**src/rtl/serial_ripple_adder_if.sv**
```systemverilog
// serial_ripple_adder_if: operand/result bundle of the bit-serial adder.
// master drives start/a/b/cin; slave returns sum/cout/busy/done (+ovf when
// SERIAL_RIPPLE_ADDER_OVF_EN is defined).
interface serial_ripple_adder_if #(
  parameter int WIDTH = 8
);
  logic             start;
  logic [WIDTH-1:0] a;
  logic [WIDTH-1:0] b;
  logic             cin;
  logic [WIDTH-1:0] sum;
  logic             cout;
  logic             busy;
  logic             done;
`ifdef SERIAL_RIPPLE_ADDER_OVF_EN
  logic             ovf;

  modport master (
    output start, a, b, cin,
    input  sum, cout, busy, done, ovf
  );
  modport slave (
    input  start, a, b, cin,
    output sum, cout, busy, done, ovf
  );
`else
  modport master (
    output start, a, b, cin,
    input  sum, cout, busy, done
  );
  modport slave (
    input  start, a, b, cin,
    output sum, cout, busy, done
  );
`endif
endinterface

```
**src/rtl/serial_ripple_adder.sv**
```systemverilog
// serial_ripple_adder: one full-adder slice (two half-adder cells) adds
// WIDTH-bit a+b+cin LSB first, one bit per clock, over WIDTH ADD cycles.
// Ports: clk, rst (sync, active-high), bus (slave: start/a/b/cin in,
// sum/cout/busy/done out). Macro SERIAL_RIPPLE_ADDER_OVF_EN adds bus.ovf.
module serial_ripple_adder_ha (
  input  logic x,
  input  logic y,
  output logic s,
  output logic c
);
  assign s = x ^ y;
  assign c = x & y;
endmodule

module serial_ripple_adder #(
  parameter int WIDTH = 8,
  parameter int CNT_W = 6
) (
  input  logic                 clk,
  input  logic                 rst,
  serial_ripple_adder_if.slave bus
);
  typedef enum logic [1:0] {
    IDLE = 2'd0,
    ADD  = 2'd1,
    DONE = 2'd2
  } state_t;

  state_t           state;
  logic [WIDTH-1:0] a_sr;
  logic [WIDTH-1:0] b_sr;
  logic [WIDTH-1:0] acc;
  logic [CNT_W-1:0] cnt;
  logic             carry;
  logic [WIDTH-1:0] sum_q;
  logic             cout_q;
  logic             busy_q;
  logic             done_q;

  logic p;
  logic g1;
  logic bit_s;
  logic g2;
  logic carry_nx;
  logic last;

  serial_ripple_adder_ha u_ha1 (
    .x (a_sr[0]),
    .y (b_sr[0]),
    .s (p),
    .c (g1)
  );

  serial_ripple_adder_ha u_ha2 (
    .x (p),
    .y (carry),
    .s (bit_s),
    .c (g2)
  );

  assign carry_nx = g1 | g2;
  assign last     = (cnt == CNT_W'(WIDTH - 1));

`ifdef SERIAL_RIPPLE_ADDER_OVF_EN
  logic ovf_q;
  assign bus.ovf = ovf_q;
`endif

  assign bus.sum  = sum_q;
  assign bus.cout = cout_q;
  assign bus.busy = busy_q;
  assign bus.done = done_q;

  always_ff @(posedge clk) begin
    if (rst) begin
      state  <= IDLE;
      a_sr   <= '0;
      b_sr   <= '0;
      acc    <= '0;
      cnt    <= '0;
      carry  <= 1'b0;
      sum_q  <= '0;
      cout_q <= 1'b0;
      busy_q <= 1'b0;
      done_q <= 1'b0;
`ifdef SERIAL_RIPPLE_ADDER_OVF_EN
      ovf_q  <= 1'b0;
`endif
    end else begin
      unique case (state)
        IDLE, DONE: begin
          done_q <= 1'b0;
          if (bus.start) begin
            state  <= ADD;
            busy_q <= 1'b1;
            a_sr   <= bus.a;
            b_sr   <= bus.b;
            carry  <= bus.cin;
            cnt    <= '0;
            acc    <= '0;
          end else begin
            state  <= IDLE;
            busy_q <= 1'b0;
          end
        end
        ADD: begin
          a_sr  <= {1'b0, a_sr[WIDTH-1:1]};
          b_sr  <= {1'b0, b_sr[WIDTH-1:1]};
          acc   <= {bit_s, acc[WIDTH-1:1]};
          carry <= carry_nx;
          cnt   <= cnt + CNT_W'(1);
          if (last) begin
            state  <= DONE;
            busy_q <= 1'b0;
            done_q <= 1'b1;
            sum_q  <= {bit_s, acc[WIDTH-1:1]};
            cout_q <= carry_nx;
`ifdef SERIAL_RIPPLE_ADDER_OVF_EN
            // carry here is the carry into the MSB
            ovf_q  <= carry ^ carry_nx;
`endif
          end
        end
        default: begin
          state  <= IDLE;
          busy_q <= 1'b0;
          done_q <= 1'b0;
        end
      endcase
    end
  end
endmodule
```
**src/flat_wrapper.sv**
```systemverilog
// flat-port wrapper written by rule: the top's interface ports become plain ports
module serial_ripple_adder_flat 
#(
  parameter int WIDTH = 8,
  parameter int CNT_W = 6
)
  (clk, rst, bus_start, bus_a, bus_b, bus_cin, bus_sum, bus_cout, bus_busy, bus_done);
  serial_ripple_adder_if #(.WIDTH(WIDTH)) bus_i ();
  input  logic clk;
  input  logic rst;
  input wire logic [$bits(bus_i.start)-1:0] bus_start;
  input wire logic [$bits(bus_i.a)-1:0] bus_a;
  input wire logic [$bits(bus_i.b)-1:0] bus_b;
  input wire logic [$bits(bus_i.cin)-1:0] bus_cin;
  output wire logic [$bits(bus_i.sum)-1:0] bus_sum;
  output wire logic [$bits(bus_i.cout)-1:0] bus_cout;
  output wire logic [$bits(bus_i.busy)-1:0] bus_busy;
  output wire logic [$bits(bus_i.done)-1:0] bus_done;
  assign bus_i.start = bus_start;
  assign bus_i.a = bus_a;
  assign bus_i.b = bus_b;
  assign bus_i.cin = bus_cin;
  assign bus_sum = bus_i.sum;
  assign bus_cout = bus_i.cout;
  assign bus_busy = bus_i.busy;
  assign bus_done = bus_i.done;
  serial_ripple_adder #(.WIDTH(WIDTH), .CNT_W(CNT_W)) u_core (.clk(clk), .rst(rst), .bus(bus_i));
endmodule
```
**config.mk**
```make
export PLATFORM = sky130hd
export DESIGN_NAME = serial_ripple_adder_flat
export DESIGN_NICKNAME = d
export VERILOG_FILES = /design/src/rtl/serial_ripple_adder_if.sv /design/src/rtl/serial_ripple_adder.sv /design/src/flat_wrapper.sv
export SDC_FILE = /design/constraint.sdc
export NUM_CORES = 1
export LEC_CHECK = 0
export ABC_AREA = 0
export CAP_MARGIN = 20
export CELL_PAD_IN_SITES_DETAIL_PLACEMENT = 0
export CELL_PAD_IN_SITES_GLOBAL_PLACEMENT = 1
export CORE_ASPECT_RATIO = 0.75
export CORE_UTILIZATION = 39
export DETAILED_ROUTE_END_ITERATION = 6
export PLACE_DENSITY = 0.82
export SLEW_MARGIN = 20
export SYNTH_ARGS = -nofsm -noshare
export SYNTH_HDL_FRONTEND = slang
export SYNTH_SLANG_ARGS = --single-unit
```
**constraint.sdc**
```tcl
create_clock -name clk -period 1.5 [get_ports clk]
set_input_delay 0.45 -clock clk [delete_from_list [all_inputs] [get_ports clk]]
set_output_delay 0.45 -clock clk [all_outputs]
set_load 0.03 [all_outputs]
```
# Word-level counts from Yosys, hierarchy flattened
# Cells that the tools add are included.
# W data, S select, Z words.
# totals
regBits,44
in_bits,20
output_inout_bits,11
wordCells,44
# classes
add_sub_neg,1
eq_ne,5
muxes,16
bitwise_logic,6
reduce_logical,6
# ops
cell,count
$pmux W8 S2,3
$mux W8,3
$pmux W6 S2,1
$add A6 B1 Y6 const B,1
$eq A6 B3 Y1 const B,1
$mux W6,1
$mux W1,4
$pmux W1 S2,2
$pmux W2 S2,1
$reduce_and A2 Y1,2
$reduce_or A2 Y1,2
$and A1 B1 Y1,2
$eq A2 B1 Y1 const B,1
$eq A2 B2 Y1 const B,1
$logic_not A2 Y1,1
$mux W2,1
$ne A2 B1 Y1 const B,1
$ne A2 B2 Y1 const B,1
$reduce_bool A2 Y1,1
$xor A1 B1 Y1,2
$not A1 Y1,1
$or A1 B1 Y1,1

# Longest topological paths before layout
# Gate-level depths: netlist of the first run.
# depth
word_depth,4
ltp_mapped,5
depth_no_buf,4

# Hierarchy
# From an unflattened synthesis of the first run, not the netlist that was laid out.
# hier_totals
cells_unflattened,201
area_unflattened_um2,1764.2
# by_module_without_submodules
mod,instances,cells_each,area_per_inst_um2,seq_area_each_um2
serial_ripple_adder,1,199,1739.2,860.8
serial_ripple_adder_ha,2,1,12.5,0.0

# Worst setup path before layout of the first run
# Ideal clock, no wire load.
# synth_timing
kind,input -> register
from,input port bus_start
to,register u_core.a_sr[6]
setup_time_ps,70
t_arrival_ps,1198
required_ps,1430
setup_slack_ps,231
cell_stages,5
path_buffers,2
cell_sequence,nor2b_1 buf_2 buf_1 a22oi_1 a21oi_1
# synth_via
elab_chain_len,2
# synth_lines
item,line_no,rtl
"start, declared",flat_wrapper.sv:11,input wire logic [$bits(bus_i.start)-1:0] bus_start;
$ne A2 B2 Y1 (no line),n/a,
$reduce_and A2 Y1 (no line),n/a,
"end signal, assigned",serial_ripple_adder.sv:96,a_sr <= bus.a;
"end signal, assigned",serial_ripple_adder.sv:107,"a_sr <= {1'b0, a_sr[WIDTH-1:1]};"
"end, declared",serial_ripple_adder.sv:30,logic [WIDTH-1:0] a_sr;
# No other way between the ends.
# A chain may end at the register's enable or synchronous reset.

# Final worst setup path of the first run
# layout_timing
from,"register u_core.sum_q[0], in the netlist u_core.bus.sum[0]"
to,output port bus_sum[0]
# layout_lines
item,line_no,rtl
"start, declared",serial_ripple_adder.sv:35,logic [WIDTH-1:0] sum_q;
"start signal, assigned",serial_ripple_adder.sv:116,"sum_q <= {bit_s, acc[WIDTH-1:1]};"
"end, declared",flat_wrapper.sv:15,output wire logic [$bits(bus_i.sum)-1:0] bus_sum;
# No word-level cell between the ends.

==> results.sh, run 1 <==
export IMPL_status="complete, no violations"
export IMPL_area_growth_synth_to_final_pct=30.4
export IMPL_hold_worst_slack_ns=0.466
export IMPL_synth_edf_count=0
export IMPL_crit_slowest_cell="sky130_fd_sc_hd__dlygate4sd2_1"
export IMPL_slew_limit_headroom_pct=79.5
export IMPL_synth_yosys_seq_area_share_pct=48.1
export IMPL_endpoint_kind="output pin"
export IMPL_synth_ff_type="sky130_fd_sc_hd__dfxtp_1"
export IMPL_max_cap_violations=0
export IMPL_place_congestion=0.735
export IMPL_synth_top_cell_by_area="sky130_fd_sc_hd__dfxtp_1"
export IMPL_avgSynthCellArea_sq_um=9.00
export IMPL_synthesis_area_sq_mm=0.00179
export IMPL_cts_root_buf="sky130_fd_sc_hd__clkbuf_8"
export IMPL_antenna_violations_before_repair=0
export IMPL_finalCritPeriodShare_pct=97.6
export IMPL_clock_tree_htree_level_count=2
export IMPL_clk_insertion_delay_late_ns=0.30
export IMPL_ys_top_cells_by_area="sky130_fd_sc_hd__dfxtp_1 (48%), sky130_fd_sc_hd__a21oi_1 (8.7%), sky130_fd_sc_hd__nand3_1 (8.4%), sky130_fd_sc_hd__nand2b_1 (7.3%), sky130_fd_sc_hd__a22oi_1 (6.3%)"
export IMPL_critical_path_s_largest_stage_delay_ns=0.39
export IMPL_grt_overflow_total=0
export IMPL_syn_inst=199
export IMPL_async_flop_share_pct=0
export IMPL_place_hpwl_um=2610
export IMPL_setup_repair_after_global_routing_missed_its_margin="no"
export IMPL_final_area_sq_mm=0.00233
export IMPL_cts_setup_buffers=0
export IMPL_timing_critical_path_fanout_max=2
export IMPL_path_cells="dlygate4sd2_1"
export IMPL_required_ns=1.05
export IMPL_worst_ep_arrival_time_ns=1.01
export IMPL_path_clk_slew_ns=0.08
export IMPL_cp_num_buf_inv=1
export IMPL_slew_violations=0
export IMPL_number_of_nets_in_the_layout=256
export IMPL_drt_antenna_violating_nets=0
export IMPL_final_min_clock_period_ns=1.46
export IMPL_routed_wirelength_um=3950
export IMPL_ir_worst_vdd_mv=0.447
export IMPL_count_of_buffers_from_port_buffering=30
export IMPL_fp_dieArea_sq_mm=0.00487
export IMPL_cp_start_kind="flip-flop"
export IMPL_finalSetupTns_ns=0
export IMPL_cts_sinks=43
export IMPL_floorplan_die_width_um=80.2
export IMPL_multiInputGateArea_sq_um=851
export IMPL_synth_net_count=221
export IMPL_floorplan_initialDensity_pct=42.3
export IMPL_post_route_cells_drive_above_1_share_pct=15.7
export IMPL_cts_root_to_sink_buffers=2
export IMPL_hold_class="reg -> reg"
export IMPL_dr_total_vias=1557
export IMPL_synthDominantCellAreaShare_pct=48.1
export IMPL_critPathTopFamily="buffers and inverters"
export IMPL_route_detailed_wl_per_inst_um=13.6
export IMPL_ctsHoldBuffers=0
export IMPL_filler_cell_count=414
export IMPL_ios=31
export IMPL_antennaDiodeCount=0
export IMPL_max_slew_worst_pin_slew_ns=0.304
export IMPL_skew_ns=0.00777
export IMPL_detail_route_iter0_violations=109
export IMPL_dpl_cell_area_sq_mm=0.00224
export IMPL_vias_per_cell=5.37
export IMPL_grt_max_degree=35
export IMPL_finalHoldViolCount=0
export IMPL_std_cell_core_area_sq_mm=0.00423
export IMPL_power_density_mw_per_mm2=1050
export IMPL_die_h_um=60.7
export IMPL_yosys_reg_bits=43
export IMPL_tritoncts="yes"
export IMPL_critical_path_class="reg -> out"
export IMPL_timing_fmax_mhz=683
export IMPL_number_of_different_library_cells_in_the_post_synthesis_netlist=28
export IMPL_synthesis_yosys_warnings=0
export IMPL_drcViolationCount=0
export IMPL_row_count=20
export IMPL_total_leakage_power_nw=0.820
export IMPL_grt_first_pass_wirelength_um=6510
export IMPL_setup_viol=0
export IMPL_layout_area_seq_sq_um=861
export IMPL_detail_route_first_pass_iterations=4
export IMPL_grt_pass1_vias=1392
export IMPL_cts_buffers_inserted=5
export IMPL_global_route_usage_total_pct=17.8
cell families after synthesis:
group | after synthesis | synth area share [%]
AND/OR/NAND/NOR | 73 | 22.0
AO/OA/AOI/OAI | 53 | 17.8
flip-flops | 43 | 48.1
buffers and inverters | 18 | 4.68
multiplexers | 10 | 5.66
adder cells (fa/ha/maj) | 2 | 1.82
cells in the mapped netlist, drive strengths merged (2+ instances only):
master,number
mux2i,9
dfxtp,43
nand2b,21
clkbuf,11
nor2b,2
or3,3
a22oi,15
buf,7
nor2,2
nand3,30
a21oi,31
nand2,12
o211ai,2
cell type report:
class / count / share of cell area (%)
sequential: 43 / 36.9
timing repair buffer: 46 / 18.7
clock inverter: 2 / 1.50
clock buffer: 6 / 3.54
multi-input combinational: 138 / 36.4
tap: 55 / 2.95
report_power, final:
group | internal [mW] | leakage [nW] | switching [mW]
registers | 1.18 | 0.350 | 0.0259
logic | 0.152 | 0.409 | 0.147
clock network | 0.539 | 0.0612 | 0.404
per-stage QoR:
step / total power [mW] / setup slack, ns / util [%] / std cells
3_5_place_dp: 1.53 / -0.160 / 53.0 / 282
5_1_grt: 2.55 / 0.00166 / 55.2 / 290
2_1_floorplan: 1.39 / 0.231 / - / 199
4_1_cts: 2.47 / 0.00426 / 55.6 / 290
3_3_place_gp: 1.53 / -0.114 / 53.0 / 282
6_report: 2.45 / 0.0353 / 55.2 / 290
layer usage:
layer	vias to the layer above	global-route usage, %	wire, um
li1	777	-	-
met1	743	23.9	2000
met2	29	28.2	1740
met3	8	4.51	153
met4	0	6.12	53
met5	-	0	0
worst paths after layout:
check             slack [ns]                 to  cells past startpoint               from
hold reg to reg         0.47      u_core.acc[4]                      2      u_core.acc[5]
setup / recovery        0.04         bus_sum[0]                      1  u_core.bus.sum[0]
setup reg to reg        0.10  u_core.bus.sum[4]                      4      u_core.cnt[3]
hold / removal          0.47      u_core.acc[4]                      2      u_core.acc[5]
placed cells by master, fill, tap and decap left out, drive strengths merged, types with 2 or more instances in the layout:
cell and n:
mux2i 9, clkdlybuf4s50 19, dfxtp 43, nand2 12
nand2b 21, clkbuf 11, buf 19, a21oi 31
nor2 2, o211ai 2, or3 3, clkdlybuf4s15 2
nor2b 2, a22oi 15, nand3 30
repair_timing:
item                                    in CTS  in global routing
endpoints found under the setup margin       8                 20
hold endpoints to repair                     0                  0
resized for setup                           10                 11
state kept, by name, indices dropped and copies added, names as in the netlist:
name             flops
u_core.a_sr          8
u_core.acc           7
u_core.b_sr          8
u_core.bus.busy      1
u_core.bus.cout      1
u_core.bus.done      1
u_core.bus.sum       8
u_core.carry         1
u_core.cnt           6
u_core.state         2
No activity file was read; power rests on OpenSTA's default activity.
==> run 2: changes to the inputs <==
Settings changed: CORE_UTILIZATION 39 to 38, PLACE_DENSITY 0.82 to 0.81, SYNTH_HIERARCHICAL from default to 1.
==> results.sh, run 2 <==
export IMPL_fp_dieArea_sq_mm=0.00492
export IMPL_cts_sinks=43
export IMPL_synthMostInstantiatedCell="sky130_fd_sc_hd__dfxtp_1"
export IMPL_synth_net_count=224
export IMPL_final_core_util_pct=52.5
export IMPL_route_detailed_wl_per_inst_um=13.1
export IMPL_slew_limit_headroom_pct=78.7
export IMPL_syn_inst=201
export IMPL_antenna_violations_before_repair=0
export IMPL_timing_hold_worst_path_depth=2
export IMPL_slew_violations=0
export IMPL_drt_antenna_violating_nets=0
export IMPL_global_route_usage_total_pct=17.1
export IMPL_synth_ff_type="sky130_fd_sc_hd__dfxtp_1"
export IMPL_status="complete, no violations"
export IMPL_path_cells="dlygate4sd2_1"
export IMPL_timing_fmax_mhz=687
export IMPL_critPathTopFamily="buffers and inverters"
export IMPL_grt_overflow_total=0
export IMPL_finalHoldViolCount=0
export IMPL_post_route_worst_setup_slack_ns=0.0435
export IMPL_std_cell_core_area_sq_mm=0.00447
export IMPL_finalCritPeriodShare_pct=97.1
export IMPL_drcViolationCount=0
export IMPL_timing_critical_path_fanout_max=2
export IMPL_antennaDiodeCount=0
export IMPL_count_of_buffers_from_port_buffering=30
export IMPL_detail_route_first_pass_iterations=4
export IMPL_synth_yosys_seq_area_share_pct=48.8
export IMPL_ys_top_cells_by_area="sky130_fd_sc_hd__dfxtp_1 (49%), sky130_fd_sc_hd__nand3_1 (8.5%), sky130_fd_sc_hd__a21oi_1 (8.2%), sky130_fd_sc_hd__nand2_1 (6.4%), sky130_fd_sc_hd__a22oi_1 (6.0%)"
export IMPL_max_cap_violations=0
export IMPL_post_route_cells_drive_above_1_share_pct=15.3
export IMPL_place_congestion=0.760
export IMPL_endpoint_kind="output pin"
export IMPL_row_count=21
export IMPL_worst_reg2reg_setup_slack_ns=0.11
export IMPL_critical_path_class="reg -> out"
export IMPL_synthesis_area_sq_mm=0.00176
export IMPL_grt_max_degree=25
export IMPL_power_density_mw_per_mm2=982
export IMPL_vias_per_cell=5.19
export IMPL_synthesis_yosys_warnings=6
export IMPL_ir_worst_vdd_mv=0.364
export IMPL_layout_cells_most_common="sky130_fd_sc_hd__dfxtp_1"
export IMPL_grt_pass1_vias=1366
export IMPL_setup_viol=0
export IMPL_final_min_clock_period_ns=1.46
export IMPL_required_ns=1.05
export IMPL_tritoncts="yes"
export IMPL_filler_cell_count=425
export IMPL_dpl_cell_area_sq_mm=0.00225
export IMPL_cp_start_kind="flip-flop"
export IMPL_number_of_different_library_cells_in_the_post_synthesis_netlist=30
export IMPL_synth_top_cell_by_area="sky130_fd_sc_hd__dfxtp_1"
export IMPL_cts_root_buf="sky130_fd_sc_hd__clkbuf_8"
export IMPL_hold_worst_slack_ns=0.457
export IMPL_synth_edf_count=0
export IMPL_crit_cells=1
export IMPL_synthDominantCellAreaShare_pct=48.8
export IMPL_total_leakage_power_nw=0.855
export IMPL_post_synth_most_frequent_cells="sky130_fd_sc_hd__dfxtp_1 (43), sky130_fd_sc_hd__nand2_1 (30), sky130_fd_sc_hd__nand3_1 (30)"
export IMPL_dr_total_vias=1552
export IMPL_number_of_nets_in_the_layout=264
export IMPL_crit_slowest_cell="sky130_fd_sc_hd__dlygate4sd2_1"
export IMPL_die_h_um=61.0
export IMPL_layout_common_cells="sky130_fd_sc_hd__dfxtp_1 (43), sky130_fd_sc_hd__nand2_1 (30), sky130_fd_sc_hd__nand3_1 (30), sky130_fd_sc_hd__a21oi_1 (29), sky130_fd_sc_hd__buf_4 (21)"
export IMPL_worstRegToRegCells=4
export IMPL_cts_buffers_inserted=5
export IMPL_ios=31
export IMPL_hold_class="reg -> reg"
export IMPL_area_growth_synth_to_final_pct=32.9
export IMPL_detail_route_iter0_violations=55
export IMPL_routed_wirelength_um=3920
export IMPL_cp_num_buf_inv=1
export IMPL_floorplan_die_width_um=80.7
export IMPL_setup_repair_after_global_routing_missed_its_margin="no"
export IMPL_grt_first_pass_wirelength_um=6290
export IMPL_clk_insertion_delay_late_ns=0.29
export IMPL_final_area_sq_mm=0.00234
export IMPL_critical_path_s_largest_stage_delay_ns=0.39
export IMPL_floorplan_initialDensity_pct=39.5
export IMPL_yosys_reg_bits=43
export IMPL_clock_tree_htree_level_count=2
export IMPL_max_slew_worst_pin_slew_ns=0.316
export IMPL_worst_ep_arrival_time_ns=1.01
export IMPL_skew_ns=0.00657
export IMPL_async_flop_share_pct=0
export IMPL_fin_total_pwr_mw=2.30
export IMPL_place_hpwl_um=2710
export IMPL_avgSynthCellArea_sq_um=8.78
export IMPL_placement_setup_worst_slack_ns=-0.179
export IMPL_cts_root_to_sink_buffers=2
export IMPL_path_clk_slew_ns=0.08
export IMPL_ctsHoldBuffers=0
[run 2: cell count changes after synthesis, sizes merged, moves of 2 or more]
cell | previous run | this run
a21oi | 31 | 29
nand2 | 12 | 30
nand2b | 21 | 3
clkbuf | 11 | 13
o21ai | 1 | 3
ha | 1 | 3
[run 2: tightest hold or removal path: stages (launching register included)]
cell and delay [ns]:
sky130_fd_sc_hd__dfxtp_1 0.32, sky130_fd_sc_hd__nand2_1 0.05, sky130_fd_sc_hd__mux2i_1 0.05
[run 2: layout make-up]
cell class                      instances  area, sq um  area share [%]
Inverter                                1         3.75           0.160
Timing Repair Buffer                   52          490            20.9
Sequential cell                        43          861            36.7
Clock buffer                            8          100            4.27
Multi-Input combinational cell        138          818            34.9
Tap cell                               57         71.3            3.04
[run 2: per-stage QoR]
step	setup TNS [ns]	std cells
floorplan	0	201
global placement	-3.87	291
detailed placement	-4.39	291
CTS	0	299
global route	0	299
finish	0	299
[run 2: what timing repair did]
action                     4_1_cts  5_1_grt
buffers inserted                 0        0
gates resized for setup          9        9
setup endpoints to repair        9        8
[run 2: path summary, 6_finish.rpt]
check / start / end
worst max-delay path: u_core/bus.sum[6] / bus_sum[6]
worst min-delay path: u_core/bus.sum[4] / u_core/bus.sum[4]
worst max register to register: u_core/cnt[3] / u_core/bus.sum[0]
worst min register to register: u_core/bus.sum[4] / u_core/bus.sum[4]
[run 2: cell families after synthesis]
logic type	share of synthesized area (%)
fa+ha+maj	2.13
flops	48.8
mux	5.74
simple gates	19.6
compound gates	18.7
buf+inv	5.11
[run 2: routing by layer]
layer / share of wire, % / global-route usage, % / vias up
met5: 0 / 0 / -
met4: 1.3 / 6.89 / 0
met3: 4.5 / 4.59 / 7
met2: 42 / 24.6 / 26
met1: 53 / 24.4 / 714
li1: - / - / 805
[run 2: report_power, final]
group	internal [mW]	switching, mW	total, mW
clock	0.420	0.383	0.803
combinational	0.144	0.149	0.293
sequential	1.18	0.0260	1.21
total	1.75	0.558	2.30
